## config.mk

```make
export PLATFORM = sky130hd
export DESIGN_NAME = generation_engine_flat
export DESIGN_NICKNAME = d
export VERILOG_FILES = /design/src/rtl/generation_engine_if.sv /design/src/rtl/generation_engine.sv /design/src/flat_wrapper.sv
export SDC_FILE = /design/constraint.sdc
export NUM_CORES = 1
export LEC_CHECK = 0
export BUFFER_PORTS_ARGS = -buffer_cell sky130_fd_sc_hd__buf_2
export CAP_MARGIN = 15
export CORE_AREA = 5 5 146 148
export CTS_CLUSTER_SIZE = 8
export DETAILED_ROUTE_END_ITERATION = 7
export DIE_AREA = 0 0 151 153
export MAX_ROUTING_LAYER = met4
export PLACE_DENSITY_LB_ADDON = 0.3
export RECOVER_POWER = 50
export SYNTH_ARGS = -nofsm -noshare
export SYNTH_HDL_FRONTEND = slang
export SYNTH_SLANG_ARGS = --single-unit
```

## constraint.sdc

```tcl
create_clock -name clk -period 7.85 [get_ports clk]
set_input_delay 0.3925 -clock clk [delete_from_list [all_inputs] [get_ports clk]]
set_output_delay 0.3925 -clock clk [all_outputs]
set_load 0.02 [all_outputs]
```

## src/rtl/generation_engine_if.sv

```systemverilog
// Command, frame-buffer write and status signals shared by the addressing engine,
// the rectangle-fill generation engine and frame-buffer memory.
interface generation_engine_if;
  logic        gen_start_strobe;
  logic [15:0] init_addr;
  logic [15:0] cmd_data_origx;
  logic [15:0] cmd_data_width;
  logic [15:0] cmd_data_height;
  logic [2:0]  cmd_data_color;
  logic [15:0] mem_addr;
  logic [23:0] mem_wdata;
  logic [7:0]  mem_wmask;
  logic        mem_we;
  logic        mem_ready;
  logic        gen_busy;
  logic        gen_done;

  // Command source and memory side: drives the command and the write acknowledge.
  modport master (
    output gen_start_strobe, init_addr, cmd_data_origx, cmd_data_width,
           cmd_data_height, cmd_data_color, mem_ready,
    input  mem_addr, mem_wdata, mem_wmask, mem_we, gen_busy, gen_done
  );

  // Generation engine side.
  modport slave (
    input  gen_start_strobe, init_addr, cmd_data_origx, cmd_data_width,
           cmd_data_height, cmd_data_color, mem_ready,
    output mem_addr, mem_wdata, mem_wmask, mem_we, gen_busy, gen_done
  );
endinterface

```

## src/rtl/generation_engine.sv

```systemverilog
// Rectangle fill: turns a latched fill command into masked 24-bit word writes
// (8 pixels x 3 bits per word), row by row, with a we/ready handshake.
module generation_engine #(
  parameter int SCREEN_WIDTH = 640
) (
  input  logic               clk,
  input  logic               rst_,
  generation_engine_if.slave bus
);
  localparam logic [15:0] ROW_BYTES = 16'(SCREEN_WIDTH / 8 * 3);

  typedef enum logic [2:0] {IDLE, SETUP, WRITE, ROW_NEXT, DONE} state_t;

  state_t      state_q;
  logic [15:0] initAddr_q, width_q, height_q;
  logic [2:0]  origx_q, color_q;
  logic [15:0] rowBase_q, colAddr_q, pxLeft_q, rowsLeft_q;
  logic [2:0]  offset_q;
  logic [15:0] memAddr_q;
  logic [23:0] memWdata_q;
  logic [7:0]  memWmask_q;
  logic        memWe_q, busy_q, done_q;

  logic [3:0]  curSpan;
  logic [15:0] pxLeft_d, colAddr_d, rowBase_d;
  logic [7:0]  nextMask_d, firstMask_d;
  logic        unusedOrigxHi;

  // Pixels covered by a word starting at pixel 'off' with 'left' pixels still to paint.
  function automatic logic [3:0] spanOf(input logic [2:0] off, input logic [15:0] left);
    logic [3:0] room;
    room = 4'd8 - {1'b0, off};
    if (left >= {12'd0, room}) return room;
    return left[3:0];
  endfunction

  function automatic logic [7:0] maskOf(input logic [2:0] off, input logic [3:0] span);
    logic [7:0] ones;
    ones = span[3] ? 8'hFF : ((8'd1 << span[2:0]) - 8'd1);
    return ones << off;
  endfunction

  always_comb begin
    curSpan     = spanOf(offset_q, pxLeft_q);
    pxLeft_d    = pxLeft_q - {12'd0, curSpan};
    colAddr_d   = colAddr_q + 16'd3;
    rowBase_d   = rowBase_q + ROW_BYTES;
    nextMask_d  = maskOf(3'd0, spanOf(3'd0, pxLeft_d));
    firstMask_d = maskOf(origx_q, spanOf(origx_q, width_q));
  end

  assign unusedOrigxHi = |bus.cmd_data_origx[15:3];

  always_ff @(posedge clk or negedge rst_) begin
    if (!rst_) begin
      state_q    <= IDLE;
      initAddr_q <= '0;
      width_q    <= '0;
      height_q   <= '0;
      origx_q    <= '0;
      color_q    <= '0;
      rowBase_q  <= '0;
      colAddr_q  <= '0;
      pxLeft_q   <= '0;
      rowsLeft_q <= '0;
      offset_q   <= '0;
      memAddr_q  <= '0;
      memWdata_q <= '0;
      memWmask_q <= '0;
      memWe_q    <= 1'b0;
      busy_q     <= 1'b0;
      done_q     <= 1'b0;
    end else begin
      done_q <= 1'b0;
      case (state_q)
        IDLE: begin
          if (bus.gen_start_strobe) begin
            initAddr_q <= bus.init_addr;
            origx_q    <= bus.cmd_data_origx[2:0];
            width_q    <= bus.cmd_data_width;
            height_q   <= bus.cmd_data_height;
            color_q    <= bus.cmd_data_color;
            busy_q     <= 1'b1;
            state_q    <= SETUP;
          end
        end
        SETUP: begin
          if (width_q == 16'd0 || height_q == 16'd0) begin
            done_q  <= 1'b1;
            state_q <= DONE;
          end else begin
            rowBase_q  <= initAddr_q;
            colAddr_q  <= initAddr_q;
            pxLeft_q   <= width_q;
            offset_q   <= origx_q;
            rowsLeft_q <= height_q;
            memAddr_q  <= initAddr_q;
            memWmask_q <= firstMask_d;
            memWdata_q <= {8{color_q}};
            memWe_q    <= 1'b1;
            state_q    <= WRITE;
          end
        end
        WRITE: begin
          // Nothing moves until memory takes the presented word.
          if (memWe_q && bus.mem_ready) begin
            pxLeft_q  <= pxLeft_d;
            offset_q  <= 3'd0;
            colAddr_q <= colAddr_d;
            if (pxLeft_d == 16'd0) begin
              memWe_q <= 1'b0;
              state_q <= ROW_NEXT;
            end else begin
              memAddr_q  <= colAddr_d;
              memWmask_q <= nextMask_d;
            end
          end
        end
        ROW_NEXT: begin
          rowsLeft_q <= rowsLeft_q - 16'd1;
          if (rowsLeft_q == 16'd1) begin
            done_q  <= 1'b1;
            state_q <= DONE;
          end else begin
            rowBase_q  <= rowBase_d;
            colAddr_q  <= rowBase_d;
            pxLeft_q   <= width_q;
            offset_q   <= origx_q;
            memAddr_q  <= rowBase_d;
            memWmask_q <= firstMask_d;
            memWe_q    <= 1'b1;
            state_q    <= WRITE;
          end
        end
        DONE: begin
          busy_q  <= 1'b0;
          state_q <= IDLE;
        end
        default: state_q <= IDLE;
      endcase
    end
  end

  assign bus.mem_addr  = memAddr_q;
  assign bus.mem_wdata = memWdata_q;
  assign bus.mem_wmask = memWmask_q;
  assign bus.mem_we    = memWe_q;
  assign bus.gen_busy  = busy_q;
  assign bus.gen_done  = done_q;
endmodule

```

## src/flat_wrapper.sv

```systemverilog
// flat-port wrapper written by rule: the top's interface ports become plain ports
module generation_engine_flat 
#(
  parameter int SCREEN_WIDTH = 640
)
  (clk, rst_, bus_gen_start_strobe, bus_init_addr, bus_cmd_data_origx, bus_cmd_data_width, bus_cmd_data_height, bus_cmd_data_color, bus_mem_ready, bus_mem_addr, bus_mem_wdata, bus_mem_wmask, bus_mem_we, bus_gen_busy, bus_gen_done);
  generation_engine_if bus_i ();
  input  logic clk;
  input  logic rst_;
  input wire logic [$bits(bus_i.gen_start_strobe)-1:0] bus_gen_start_strobe;
  input wire logic [$bits(bus_i.init_addr)-1:0] bus_init_addr;
  input wire logic [$bits(bus_i.cmd_data_origx)-1:0] bus_cmd_data_origx;
  input wire logic [$bits(bus_i.cmd_data_width)-1:0] bus_cmd_data_width;
  input wire logic [$bits(bus_i.cmd_data_height)-1:0] bus_cmd_data_height;
  input wire logic [$bits(bus_i.cmd_data_color)-1:0] bus_cmd_data_color;
  input wire logic [$bits(bus_i.mem_ready)-1:0] bus_mem_ready;
  output wire logic [$bits(bus_i.mem_addr)-1:0] bus_mem_addr;
  output wire logic [$bits(bus_i.mem_wdata)-1:0] bus_mem_wdata;
  output wire logic [$bits(bus_i.mem_wmask)-1:0] bus_mem_wmask;
  output wire logic [$bits(bus_i.mem_we)-1:0] bus_mem_we;
  output wire logic [$bits(bus_i.gen_busy)-1:0] bus_gen_busy;
  output wire logic [$bits(bus_i.gen_done)-1:0] bus_gen_done;
  assign bus_i.gen_start_strobe = bus_gen_start_strobe;
  assign bus_i.init_addr = bus_init_addr;
  assign bus_i.cmd_data_origx = bus_cmd_data_origx;
  assign bus_i.cmd_data_width = bus_cmd_data_width;
  assign bus_i.cmd_data_height = bus_cmd_data_height;
  assign bus_i.cmd_data_color = bus_cmd_data_color;
  assign bus_i.mem_ready = bus_mem_ready;
  assign bus_mem_addr = bus_i.mem_addr;
  assign bus_mem_wdata = bus_i.mem_wdata;
  assign bus_mem_wmask = bus_i.mem_wmask;
  assign bus_mem_we = bus_i.mem_we;
  assign bus_gen_busy = bus_i.gen_busy;
  assign bus_gen_done = bus_i.gen_done;
  generation_engine #(.SCREEN_WIDTH(SCREEN_WIDTH)) u_core (.clk(clk), .rst_(rst_), .bus(bus_i));
endmodule
```

==> impl_metrics.yaml, run 1 <==
run_status:
  status: "finished, violations left"
  violations: "capacitance limit, slew limit"
worst_setup_path:
  critPathArrivalTime_ns: 6.38
  critPathRequiredTime_ns: 8.19
  path_cells: "or3_1 -> ha_1 -> or4_1 -> a2111oi_1 -> buf_4 -> a21o_1 -> inv_1 -> ha_1 -> or2_2 -> o221a_2 -> nor4bb_1 -> xor2_1 -> nor4_1 -> nand4b_1 -> ha_1 -> xnor2_1 -> o311a_1 -> or4_1 -> o211ai_1"
  end_kind: "flop"
  critical_path_buf_inv_count: 2
  criticalPathCategory: "flop to flop"
  cpPeakStageDelay_ns: 0.66
  critPathMaxFanout: 7
  crit_top_cell: "ha_1"
  crit_family: "simple AND/OR/NAND/NOR gates"
  slowest_stage: "nor4_1"
  setup.worst_path.start_class: "flop"
placed_design:
  post-dp-hpwl_um: 14900
  io_buffers: 108
  postPlaceCellArea_um2: 9310
  place_inst: 1250
  place_ws_ns: 1.84
  gp_congestion: 0.888
floorplan:
  die_w_um: 151
  dieArea_um2: 23100
  std_cell_rows: 52
  start_util: 0.438
  ios: 122
  die_y_um: 153
  core_area_um2: 19900
sta:
  timing.fmax_ghz: 0.165
  hold_ws_ns: 0.161
  worst_slew_pin_slew_ns: 4.16
  setup_viol: 0
  fin_tns_setup_ns: 0
  hold_viol: 0
  post-route-period-util: 0.770
  period_minus_slack_ns: 6.05
  worst_slack_ns: 1.80
  slew_headroom: -1.77
  fin_skew_ns: 0.00818
  maxSlewViolCount: 157
  rsz0062_at_grt: "false"
layout:
  diodes: 0
  syn_to_final_growth_pct: 13.1
  postLayoutCellArea_um2: 9860
  final_util: 0.495
  final_cells: 1282
  drive_above_1_share: 0.182
  num-nets-final: 1091
yosys:
  syn_area_um2: 8710
  synthCells: 936
  ys.flop_type: "dfrtp_1"
  synth_simple_gate_area_share: 0.170
  synth_nets: 1028
  synth_mux_area_frac: 0.100
  synth.distinct_cells: 69
  yosys.area_share.adder: 0.0310
  synth_compound_area_frac: 0.166
  synth-xor-area-share: 0.0350
  ys_ff_latch: 154
  postSynthAreaPerCell_um2: 9.31
  synth_edf_count: 0
  synth_top_family_by_area: "simple AND/OR/NAND/NOR gates"
  async_reset_ff_frac: 1.00
  ys.warnings.count: 0
  ys_seq_area_frac: 0.442
min_path:
  hold_class: "primary input to flop"
route:
  drt_iter0_markers: 480
  routed_wl_um: 21600
  drc: 0
  route.vias.total: 7108
  vias_per_cell: 5.54
  first_pass_iters: 5
  ant_nets: 0
  wl_per_cell_um: 16.8
clock_tree:
  clkTransAtPathRegs_ns: 0.06
  clk_path_buf_depth: 2
  cts_resized: 0
  cts_tree: "yes"
  cts_root_buf: "clkbuf_16"
  htreeDepth: 4
  cts_setup_buffers: 0
  cts_sinks: 154
  cts_made_buffers: 17
  clk_latency_ns: 0.43
  hold_buffers: 0
power:
  p_leak_nw: 4.11
  worst_ir_drop_vdd_mv: 0.211
  power_mw: 4.35
  power_density_nw_per_um2: 442
global_route:
  antenna_found_initial: 0
  grt_start_max_net_pins: 79
  grt-ovfl-total: 0
  track_usage: 0.195
  grt_pass1_wl_um: 35300
  grt_pass1_vias: 6773
job:
  maxCapViolCount: 2
## cell usage after synthesis (9+ instances only)
cell,n,share of area
a211oi_1,9,0.0078
a21o_1,9,0.0078
a21oi_1,63,0.036
a22oi_1,13,0.011
buf_4,21,0.018
clkbuf_1,41,0.018
dfrtp_1,154,0.44
ha_1,20,0.029
inv_1,27,0.012
mux2_2,66,0.085
nand2_1,110,0.047
nand2b_1,10,0.0072
nand3_1,24,0.014
nor2_1,87,0.037
nor3_1,17,0.0098
nor4_1,19,0.014
o21ai_0,72,0.041
o22ai_1,11,0.0079
xnor2_1,18,0.018
xor2_1,15,0.015
## logic make-up after synthesis
group,count (synthesis)
and+or+nand+nor,316
xor gates and xnor gates,34
AOI/OAI and AO/OA,232
buffers and inverters,102
muxes,77
DFF,154
adders and majority gates,21
## worst paths after layout
kind,depth (start not counted),slack [ns],to,from
min,3,0.16,u_core.origx_q[0],bus_cmd_data_origx[0]
min in group asynchronous,1,1.42,u_core.bus.mem_wmask[5],rst_
min reg2reg,2,0.46,u_core.bus.mem_wdata[22],u_core.color_q[1]
max reg2reg,19,1.80,u_core.bus.mem_wmask[6],u_core.offset_q[2]
max,19,1.80,u_core.bus.mem_wmask[6],u_core.offset_q[2]
max in group asynchronous,2,2.83,u_core.bus.mem_wdata[22],rst_
## routing by layer
metal  global-route usage  wire, um  vias up
li1                     -         -     3457
met1                0.276     10400     3444
met2                0.286      9830      187
met3               0.0388      1050       20
met4               0.0548       303        0
met5                    -         0        -
## worst register-to-register path: stages (launching register included)
cell and delay [ns]:
dfrtp_1 0.39, or3_1 0.38, ha_1 0.20, or4_1 0.52
a2111oi_1 0.48, buf_4 0.23, a21o_1 0.16, inv_1 0.05
ha_1 0.16, or2_2 0.30, o221a_2 0.25, nor4bb_1 0.56
xor2_1 0.19, nor4_1 0.66, nand4b_1 0.19, ha_1 0.30
xnor2_1 0.14, o311a_1 0.28, or4_1 0.42, o211ai_1 0.10
## flip-flops by register name, summed over array words and instances (netlist names)
name and count:
u_core.bus.mem_wdata 3, u_core.height_q 16, u_core.pxLeft_q 16, u_core.state_q 3, u_core.bus.mem_we 1, u_core.rowBase_q 16
u_core.offset_q 3, u_core.colAddr_q 16, u_core.color_q 3, u_core.origx_q 3, u_core.bus.gen_done 1, u_core.bus.mem_wmask 8
u_core.bus.mem_addr 16, u_core.bus.gen_busy 1, u_core.initAddr_q 16, u_core.width_q 16, u_core.rowsLeft_q 16
## area by class of cell
| cell class | instances | area (um^2) |
|---|---|---|
| Sequential cell | 154 | 3850 |
| Tap cell | 270 | 338 |
| Inverter | 28 | 105 |
| Clock inverter | 12 | 165 |
| Timing Repair Buffer | 118 | 548 |
| Clock buffer | 20 | 457 |
| Fill cell | 1908 | 10100 |
| Multi-Input combinational cell | 680 | 4390 |
## power by group
part	switching [mW]	total, mW	internal [mW]
registers	0.409	1.58	1.17
logic	1.11	1.91	0.797
clock network	0.350	0.871	0.521
## cells in the final DEF (no fill, tap or decap), drive strengths merged, types with 5 or more instances in the layout
cell    instances
o22ai          11
or4             5
clkinv          5
a31oi           6
nor4           20
nor2           87
inv            29
a22oi          13
mux2i           7
clkbuf         73
xnor2          18
nand2b         10
xor2           16
buf            65
mux2           70
ha             20
or3             8
a21o            9
dfrtp         154
nand3          24
nand2         110
a211oi          9
a21oi          63
o21ai          75
nor3           17
and3            8
nand4           6
No activity file was read; power rests on OpenSTA's default activity.
==> run 2: changes to the inputs <==
==> constraint.sdc (replaced) <==
create_clock -name clk -period 5.7 [get_ports clk]
set_input_delay 0.285 -clock clk [delete_from_list [all_inputs] [get_ports clk]]
set_output_delay 0.285 -clock clk [all_outputs]
set_load 0.02 [all_outputs]
==> run 2 against run 1 <==
The flow still finishes with violations (capacitance limit, slew limit). Hold slack worse by 0.10 ns. Fmax up 13%. Wire length down 3.0%. Non-clock buffer count up 5. Sequential power up 36%. First-iteration DRC count up 4.2%. Worst setup slack worse by 1.4 ns. Clock skew up 0.0016 ns.
==> impl_metrics.yaml, run 2 (same netlist as run 1, synthesis figures left out) <==
clock_tree:
  clk_latency_ns: 0.43
  cts_sinks: 154
  cts_made_buffers: 17
  cts_tree: "yes"
  cts_setup_buffers: 0
  htreeDepth: 4
  clk_path_buf_depth: 2
  clkTransAtPathRegs_ns: 0.06
  cts_root_buf: "clkbuf_16"
placed_design:
  post-dp-hpwl_um: 14700
  gp_congestion: 0.894
  postPlaceCellArea_um2: 9340
  io_buffers: 108
floorplan:
  die_y_um: 153
  dieArea_um2: 23100
  die_w_um: 151
  std_cell_rows: 52
  core_area_um2: 19900
  ios: 122
  start_util: 0.438
layout:
  layout_commonest_cell: "dfrtp_1"
  syn_to_final_growth_pct: 13.0
  postLayoutCellArea_um2: 9850
  final_cell_mix: "dfrtp_1, nand2_1, nor2_1"
  drive_above_1_share: 0.183
  num-nets-final: 1096
  diodes: 0
  final_util: 0.495
power:
  power_density_nw_per_um2: 597
  pwr-share-comb: 0.448
  p_sw_mw: 2.55
  worst_ir_drop_vdd_mv: 0.242
  seqPwrFrac: 0.366
  p_int_mw: 3.33
  clkPwrFrac: 0.186
  p_sw_frac: 0.434
  p_leak_nw: 4.11
job:
  maxCapViolCount: 1
sta:
  post-route-period-util: 0.937
  worst_slew_pin_slew_ns: 3.89
  fin_tns_setup_ns: 0
  rsz0062_at_grt: "false"
  hold_ws_ns: 0.0590
  maxSlewViolCount: 90
  hold_viol: 0
  timing.fmax_ghz: 0.187
  slew_headroom: -1.59
  period_minus_slack_ns: 5.34
  setup_viol: 0
  fin_skew_ns: 0.00979
route:
  first_pass_iters: 5
  drt_iter0_markers: 500
  wl_per_cell_um: 16.3
  route.vias.total: 7144
  ant_nets: 0
  vias_per_cell: 5.55
  routed_wl_um: 20900
  drc: 0
min_path:
  hold_class: "primary input to flop"
run_status:
  status: "finished, violations left"
  violations: "capacitance limit, slew limit"
worst_setup_path:
  setup.worst_path.start_class: "flop"
  critPathRequiredTime_ns: 6.04
  critPathArrivalTime_ns: 5.68
  r2r_slack_ns: 0.36
  end_kind: "flop"
  critPathMaxFanout: 8
  criticalPathCategory: "flop to flop"
global_route:
  grt_start_max_net_pins: 90
  track_usage: 0.189
  antenna_found_initial: 0
  grt_pass1_vias: 6691
  grt_pass1_wl_um: 34500
  grt-ovfl-total: 0
==> run 2: what timing repair did <==
item	in CTS	in global routing
setup endpoints to repair	0	1
gates resized for setup	0	1
hold buffers	1	0
endpoints found under the hold margin	88	0
==> run 2: layout make-up <==
| class | count | area, um^2 |
|---|---|---|
| well taps | 270 | 338 |
| flip-flops and latches | 154 | 3850 |
| inverters | 28 | 105 |
| repair buffers | 123 | 592 |
| multi-input cells | 680 | 4390 |
| fillers | 1941 | 10100 |
| clock buffers | 21 | 450 |
| clock inverters | 11 | 113 |
==> run 2: power groups by stage <==
stage          Clock (mW)  Sequential [mW]  Combinational, mW
2_1_floorplan           0             2.06               2.11
3_3_place_gp            0             2.15               2.62
3_5_place_dp            0             2.16               2.66
4_1_cts              1.12             2.15               2.68
5_1_grt              1.16             2.23               2.95
6_report             1.09             2.15               2.64
==> run 2: path summary, 6_finish.rpt <==
path                                       start                        to  cells after the start
max                           u_core.offset_q[2]   u_core.bus.mem_wmask[6]                     20
min                        bus_cmd_data_origx[0]         u_core.origx_q[0]                      3
max reg2reg                   u_core.offset_q[2]   u_core.bus.mem_wmask[6]                     20
min reg2reg                    u_core.color_q[1]  u_core.bus.mem_wdata[22]                      2
max in group asynchronous                   rst_         u_core.state_q[1]                      3
min in group asynchronous                   rst_   u_core.bus.mem_wmask[5]                      2
==> run 2: metal layers <==
metal,wire (um),track usage,vias to the layer above
met5,0,-,-
met4,291,0.0535,0
met3,1140,0.0397,27
met2,9630,0.284,186
met1,9860,0.261,3462
li1,-,-,3469
==> run 2: critical path, cell delays in order (launching register included) <==
cell and delay [ns]:
dfrtp_1 0.40, or3_1 0.38, ha_1 0.18, or4_1 0.53
a2111oi_2 0.33, buf_4 0.20, a21o_1 0.16, inv_1 0.05
ha_1 0.16, or2_2 0.30, o221a_2 0.27, nor4bb_2 0.40
xor2_1 0.15, nor4_1 0.19, buf_4 0.19, nand4b_1 0.10
ha_1 0.29, xnor2_1 0.14, o311a_1 0.29, or4_1 0.42
o211ai_1 0.10
==> run 2: per-stage QoR <==
stage          total power, mW  std cells  setup slack, ns
3_3_place_gp              4.77       1254            0.321
4_1_cts                   5.95       1287            0.216
5_1_grt                   6.35       1287           0.0570
2_1_floorplan             4.17        936            0.209
3_5_place_dp              4.82       1254            0.244
6_report                  5.88       1287            0.360
